### src/rtl/rasterizer_mem_pkg.sv
// Shared types and SDRAM bus widths for the rasterizer memory arbiter.
package rasterizer_mem_pkg;
  localparam int SDRAM_ADDR_W = 26;
  localparam int SDRAM_DATA_W = 32;

  typedef enum logic [1:0] {S_IDLE, S_READ, S_WRITE} arb_state_t;
  typedef enum logic {GNT_R, GNT_W} grant_t;
endpackage

### src/rtl/rasterizer_rr_arbiter2.sv
// Two-way round-robin picker: on contention the port that did not win last time wins.
module rasterizer_rr_arbiter2
  import rasterizer_mem_pkg::*;
(
  input  logic [1:0] req_i,         // [0] = port R, [1] = port W
  input  grant_t     last_grant_i,
  output grant_t     grant_o,
  output logic       valid_o
);
  always_comb begin
    grant_o = GNT_R;
    if (req_i == 2'b11) grant_o = (last_grant_i == GNT_R) ? GNT_W : GNT_R;
    else if (req_i[1])  grant_o = GNT_W;
  end

  assign valid_o = |req_i;
endmodule

### src/rtl/rasterizer_mem_arbiter.sv
// Shares one SDRAM Avalon-MM master between the depth-fetch read port and the writeback port.
module rasterizer_mem_arbiter
  import rasterizer_mem_pkg::*;
#(
  parameter int ADDR_W          = SDRAM_ADDR_W,
  parameter int DATA_W          = SDRAM_DATA_W,
  parameter int MAX_OUTSTANDING = 8,
  parameter int CNT_W           = $clog2(MAX_OUTSTANDING + 1)
) (
  input  logic                clock,
  input  logic                reset,
  input  logic [ADDR_W-1:0]   rd_address,
  input  logic                rd_read,
  output logic                rd_waitrequest,
  output logic [DATA_W-1:0]   rd_readdata,
  output logic                rd_readdatavalid,
  input  logic [ADDR_W-1:0]   wr_address,
  input  logic                wr_write,
  input  logic [DATA_W-1:0]   wr_writedata,
  input  logic [DATA_W/8-1:0] wr_byteenable,
  output logic                wr_waitrequest,
  output logic [ADDR_W-1:0]   master_address,
  output logic                master_read,
  output logic                master_write,
  output logic [DATA_W-1:0]   master_writedata,
  output logic [DATA_W/8-1:0] master_byteenable,
  input  logic                master_waitrequest,
  input  logic [DATA_W-1:0]   master_readdata,
  input  logic                master_readdatavalid,
  output logic [CNT_W-1:0]    outstanding,
  output logic                err_underflow
);
  localparam logic [CNT_W-1:0] MAX_CNT = CNT_W'(MAX_OUTSTANDING);

  arb_state_t          state_q, state_d;
  grant_t              last_grant_q, last_grant_d, grant;
  logic                arb_valid;
  logic [CNT_W-1:0]    cnt_q, cnt_d;
  logic                err_q, err_d;
  logic [ADDR_W-1:0]   addr_q, addr_d;
  logic [DATA_W-1:0]   wdata_q, wdata_d;
  logic [DATA_W/8-1:0] be_q, be_d;
  logic                read_q, read_d, write_q, write_d;
  logic                rd_accept, wr_accept;

  rasterizer_rr_arbiter2 u_rr (
    .req_i        ({wr_write, rd_read && (cnt_q < MAX_CNT)}),
    .last_grant_i (last_grant_q),
    .grant_o      (grant),
    .valid_o      (arb_valid)
  );

  assign rd_accept = (state_q == S_READ)  && !master_waitrequest;
  assign wr_accept = (state_q == S_WRITE) && !master_waitrequest;

  always_comb begin
    state_d      = state_q;
    last_grant_d = last_grant_q;
    addr_d       = addr_q;
    wdata_d      = wdata_q;
    be_d         = be_q;
    read_d       = read_q;
    write_d      = write_q;
    cnt_d        = cnt_q;
    err_d        = err_q;
    case (state_q)
      S_IDLE: begin
        if (arb_valid) begin
          last_grant_d = grant;
          if (grant == GNT_R) begin
            addr_d  = rd_address;
            be_d    = '1;
            read_d  = 1'b1;
            state_d = S_READ;
          end else begin
            addr_d  = wr_address;
            wdata_d = wr_writedata;
            be_d    = wr_byteenable;
            write_d = 1'b1;
            state_d = S_WRITE;
          end
        end
      end
      S_READ, S_WRITE: begin
        if (!master_waitrequest) begin
          read_d  = 1'b0;
          write_d = 1'b0;
          state_d = S_IDLE;
        end
      end
      default: state_d = S_IDLE;
    endcase
    // A return with nothing in flight is flagged but never wraps the counter.
    case ({rd_accept, master_readdatavalid})
      2'b10:   cnt_d = cnt_q + CNT_W'(1);
      2'b01:   if (cnt_q != '0) cnt_d = cnt_q - CNT_W'(1);
      default: cnt_d = cnt_q;
    endcase
    if (master_readdatavalid && cnt_q == '0) err_d = 1'b1;
  end

  always_ff @(posedge clock) begin
    if (reset) begin
      state_q      <= S_IDLE;
      last_grant_q <= GNT_W;
      addr_q       <= '0;
      wdata_q      <= '0;
      be_q         <= '0;
      read_q       <= 1'b0;
      write_q      <= 1'b0;
      cnt_q        <= '0;
      err_q        <= 1'b0;
    end else begin
      state_q      <= state_d;
      last_grant_q <= last_grant_d;
      addr_q       <= addr_d;
      wdata_q      <= wdata_d;
      be_q         <= be_d;
      read_q       <= read_d;
      write_q      <= write_d;
      cnt_q        <= cnt_d;
      err_q        <= err_d;
    end
  end

  assign rd_waitrequest    = !rd_accept;
  assign wr_waitrequest    = !wr_accept;
  assign rd_readdata       = master_readdata;
  assign rd_readdatavalid  = master_readdatavalid;
  assign master_address    = addr_q;
  assign master_read       = read_q;
  assign master_write      = write_q;
  assign master_writedata  = wdata_q;
  assign master_byteenable = be_q;
  assign outstanding       = cnt_q;
  assign err_underflow     = err_q;
endmodule

### config.mk
export PLATFORM = sky130hd
export DESIGN_NAME = rasterizer_mem_arbiter
export DESIGN_NICKNAME = d
export VERILOG_FILES = /design/src/rtl/rasterizer_mem_pkg.sv /design/src/rtl/rasterizer_rr_arbiter2.sv /design/src/rtl/rasterizer_mem_arbiter.sv
export SDC_FILE = /design/constraint.sdc
export NUM_CORES = 1
export LEC_CHECK = 0
export CORE_ASPECT_RATIO = 1.4
export CORE_UTILIZATION = 30
export CTS_BUF_LIST = sky130_fd_sc_hd__clkbuf_4 sky130_fd_sc_hd__clkbuf_8 sky130_fd_sc_hd__clkbuf_16
export CTS_CLUSTER_DIAMETER = 100
export CTS_CLUSTER_SIZE = 25
export DETAILED_ROUTE_END_ITERATION = 16
export PLACE_DENSITY = 0.82
export SLEW_MARGIN = 20
export SYNTH_ARGS = -nofsm -noshare
export SYNTH_HDL_FRONTEND = slang
export SYNTH_SLANG_ARGS = --single-unit
### constraint.sdc
create_clock -name clock -period 2.5 [get_ports clock]
set_clock_uncertainty 0.2 [all_clocks]
set_input_delay 0.5 -clock clock [delete_from_list [all_inputs] [get_ports clock]]
set_output_delay 0.5 -clock clock [all_outputs]
set_load 0.1 [all_outputs]
# After elaboration in Yosys (flattened, before gate mapping)
# Cells that the tools add are included.
# op_classes
add_sub_neg	2
n_mul	0
n_div	0
n_lt_le_gt_ge	1
eq_ne	10
n_shift	0
muxes	18
n_bitwise	0
n_reduce_logical	20
# ops
op	count
two-way mux 26 bit	1
inequality test 2 bit, second input constant	5
two-way mux 1 bit	8
two-way mux 4 bit	2
case mux 4 bit (2 select lines)	1
AND reduction 4 bit	2
equality test 2 bit, second input constant	3
two-way mux 2 bit	3
AND reduction 2 bit	3
adder 4 x 1 -> 4 bit, second input constant	1
equality test 2 x 1 -> 1 bit, second input constant	2
logical AND 1 bit	4
logical NOT 4 bit	1
less-than comparator 4 bit, second input constant	1
case mux 1 bit (2 select lines)	2
case mux 2 bit (2 select lines)	1
nonzero test 2 bit	2
nonzero test 4 bit	1
OR reduction 2 bit	2
subtractor 4 x 1 -> 4 bit, second input constant	1
logical NOT 1 bit	3
AND reduction 3 bit	1
logical NOT 2 bit	1
# totals
regBits	72
latchBits	0
ram_bits	0
rom_bits	0
in_bits	126
output_inout_bits	104
wordCells	60
memories	0

# Depth between registers and ports, before layout
# logic_depth
depth_word	7
mapped_depth	11
mapped_depth_nobuf	10

# Hierarchy
# From an unflattened synthesis, not the netlist that was laid out.
# unflattened
hier_cells	384
area_unflattened_um2	3225.6
# modules_own_cells
module	instances	cells_each	area_per_inst_um2	seq_area_each_um2
rasterizer_mem_arbiter	1	382	3211.8	1441.4
rasterizer_rr_arbiter2	1	2	13.8	0.0

# Least setup slack after synthesis
# No wires, ideal clock.
# synth_timing
path_type	flip-flop to flip-flop
from	register state_q[1]
to	register cnt_q[2], in the netlist outstanding[2]
setup_ps	89
t_arrival_ps	2195
t_required_ps	2211
slack_ps	16
path_stages_with_launch	12
n_path_buf	1
synth_period_minus_slack_ps	2484
cell_sequence	dfxtp_1 inv_1 ha_1 nor2b_1 buf_6 inv_2 nand2_1 xnor2_1 ha_1 o21ai_0 o22a_1 a311oi_2
# synth_via
elab_chain_len	5
elab_cells_between_ends	8
cone_classes	4 x eq/ne; 1 x mux; 3 x reduce/logical
# synth_rtl
element	line	source
start, declared	rasterizer_mem_arbiter.sv:35	arb_state_t state_q, state_d;
start signal, assigned	rasterizer_mem_arbiter.sv:114	state_q <= state_d;
equality test 2 x 1 -> 1 bit (*)	rasterizer_mem_arbiter.sv:53	assign rd_accept = (state_q == S_READ) && !master_waitrequest;
logical AND 1 bit (*)	rasterizer_mem_arbiter.sv:53	
equality test 2 x 1 -> 1 bit or equality test 2 bit (tied branches)	rasterizer_mem_arbiter.sv:94	case ({rd_accept, master_readdatavalid})
inequality test 2 bit (no line) or nonzero test 2 bit (tied branches)	--	
AND reduction 2 bit (no line)	--	
end signal, assigned	rasterizer_mem_arbiter.sv:121	cnt_q <= cnt_d;
end, declared	rasterizer_mem_arbiter.sv:38	logic [CNT_W-1:0] cnt_q, cnt_d;
# Mark *: on every way between the ends. The rest lies on a longest branch, timed or not.
# A chain may end at the register's enable or synchronous reset.

# Worst setup path in the final report
# layout_timing
from	input port master_waitrequest
to	register cnt_q[2], in the netlist outstanding[2]
# layout_via
elab_chain_len	5
elab_cells_between_ends	8
cone_classes	3 x eq/ne; 1 x mux; 4 x reduce/logical
# layout_rtl
element	line	source
start, declared	rasterizer_mem_arbiter.sv:27	input logic master_waitrequest,
logical NOT 1 bit (*)	--	
logical AND 1 bit (*)	rasterizer_mem_arbiter.sv:53	
equality test 2 x 1 -> 1 bit or equality test 2 bit (tied branches)	rasterizer_mem_arbiter.sv:94	
inequality test 2 bit (no line) or nonzero test 2 bit (tied branches)	--	
AND reduction 2 bit (no line)	--	
# Marked as above.

==> reports/metrics.cfg <==
[logic_synthesis]
yosys_warnings=0
syn_nets=531
ys_ff_latch=72
synth_top_area_share_pct=45.35
yosysSeqAreaShare_pct=45.35
synth.distinct_cells=37
synth_area_leaders=dfxtp_1 (45%), nand2_1 (15%), buf_4 (8.3%), a21oi_1 (6.0%), a31oi_1 (5.1%)
synth_largest_area_cell=dfxtp_1
ys_async_sr_fraction_pct=0
ys.flop_type=dfxtp_1
synth-edff-count=0
syn_inst=401
syn-cell-area_mm2=0.003178
syn-mean-instance-area_um2=7.925

[final_layout]
layout-area-overhead-vs-synth_pct=55.75
drive_gt1_share_pct=20.49
final_common_cell=nand2_1
seq_area_mm2=0.001441
multiInputGateArea_mm2=0.001330
nFillCells=985
fin_util_pct=47.82
fin_cells=670
fin_nets=657
diodes=0
final_cell_mix=nand2_1 (123), clkdlybuf4s50_1 (93), buf_4 (77), dfxtp_1 (72), a21oi_1 (38)

[place]
place_inst=654
port_buffers=165
gp_congestion=0.7897
place_hpwl_um=6674

[route]
ant_nets=0
drtIter0Drc=103
vias_per_cell=4.764
wl_met2_um=4407
drt-pass1-iter-count=4
topRoutingLayerUsed=met4
wl_per_cell_um=13.43
wl_met1_um=3419
wl_met3_um=743
vias=3192
drc=0
wl_um=8995

[clocking]
clk_latency_ps=330
numCtsBuffers=9
numClockSinks=72
clk_pin_slew_ps=60
cts-root-buf=clkbuf_16
ctsResizeCount=0
postCtsSetupRepairBufs=0
cts_htree_levels=3
cts_tree=done
clock_path_buffers=2
postCtsHoldBufs=0

[sta]
rsz0062_at_grt=false
relSlewSlack_pct=68.77
worstMarginPinSlew_ps=462.5
finalCriticalPeriod_ps=2168
fmax_ghz=0.4613
setup_viol=0
hold_ws_ps=251.9
period_share_pct=86.71
drv_slew=0
hold_violations=0
tns_ps=0

[run_status]
outcome=finished clean

[global_route]
grt_overflow=0
grtUsageTotal_pct=16.46
grt_max_degree=57
antenna_found_initial=0
grt_pass1_wl_um=13590
grt_pass1_vias=3027

[worst_setup_path]
cp.required_ps=2540
crit_type=input pin to flip-flop
startpoint_type=input pin
critical_path_arrival_ps=2210
critPathCaptureType=flip-flop
rr_worst_depth=10
crit_fanout=3

[pwr]
power_mw=4.906
vdd_drop_max_v=0.0004138
powerDensity_mw_per_mm2=991.2
p_leak_nw=2.056

[floorplanning]
std_cell_rows=44
ioPinCount=230
start_util_pct=30.71
die_w_um=88.99
die-area_mm2=0.01101
coreArea_mm2=0.01035
dieHeight_um=123.8

[flow_run]
drv_cap=0

[hold_path]
hp-class=flip-flop to flip-flop
whs_path_depth=2

flip-flops by register name, indices dropped and copies added, names as in the netlist:
signal             flops
last_grant_q           1
master_address        26
outstanding            4
state_q                2
master_write           1
master_byteenable      4
master_read            1
master_writedata      32
err_underflow          1
kinds of logic after synthesis:
| logic type | Yosys count | synth area share, % |
|---|---|---|
| simple gates | 143 | 18.62 |
| fa+ha+maj | 4 | 1.575 |
| mux | 1 | 0.3150 |
| compound gates | 110 | 20.47 |
| flops | 72 | 45.35 |
| buf+inv | 68 | 12.83 |
| xor+xnor | 3 | 0.8269 |
through the flow:
step                      area, µm²  setup slack (ps)
after floorplan                3178             16.25
after global placement         4599             85.32
after detailed placement       4599            -11.69
after CTS                      4950             347.4
after global routing           4950             221.3
final                          4950             332.4
final timing paths:
path / from / endpoint / slack, ps
worst min-delay path: master_writedata[14] / master_writedata[14] / 250
worst max register to register: state_q[1] / outstanding[2] / 390
worst max-delay path: master_waitrequest / outstanding[2] / 330
worst min register to register: master_writedata[14] / master_writedata[14] / 250
report_power, final:
group          switching (mW)  internal (mW)
registers              0.0974           1.31
clock network           0.472           1.01
logic                    1.49          0.526
total                    2.06           2.84
Yosys cell counts, types with 2 or more instances:
master / instances
clkbuf_1: 14
xnor2_1: 3
ha_1: 4
o211ai_1: 3
o41ai_1: 2
o221a_2: 4
buf_2: 11
dfxtp_1: 72
and2_1: 2
o21ai_1: 14
a31oi_1: 26
inv_1: 6
buf_4: 35
nor2b_1: 2
nand3_1: 2
o21ai_0: 16
nor2_1: 6
a21oi_1: 38
nand2_1: 123
layer usage:
metal | vias up | track usage (%)
met3 | 37 | 5.500
li1 | 1576 | -
met4 | 0 | 11.61
met1 | 1434 | 16.15
met2 | 145 | 28.70
met5 | - | 0
worst max-delay path, cell delays in order:
cell	delay, ps
clkdlybuf4s50_1	440
nor2b_1	190
inv_2	80
nand2_1	100
xnor2_1	130
ha_1	210
o21ai_0	90
o22a_1	220
a311oi_2	240
layout make-up:
type | instances | share of cell area, %
Multi-Input combinational cell | 261 | 26.87
Clock inverter | 5 | 2.098
Tap cell | 138 | 3.488
Inverter | 7 | 0.5308
Timing Repair Buffer | 176 | 32.91
Sequential cell | 72 | 29.12
Clock buffer | 11 | 4.980
(Power assumes the default switching activity.)
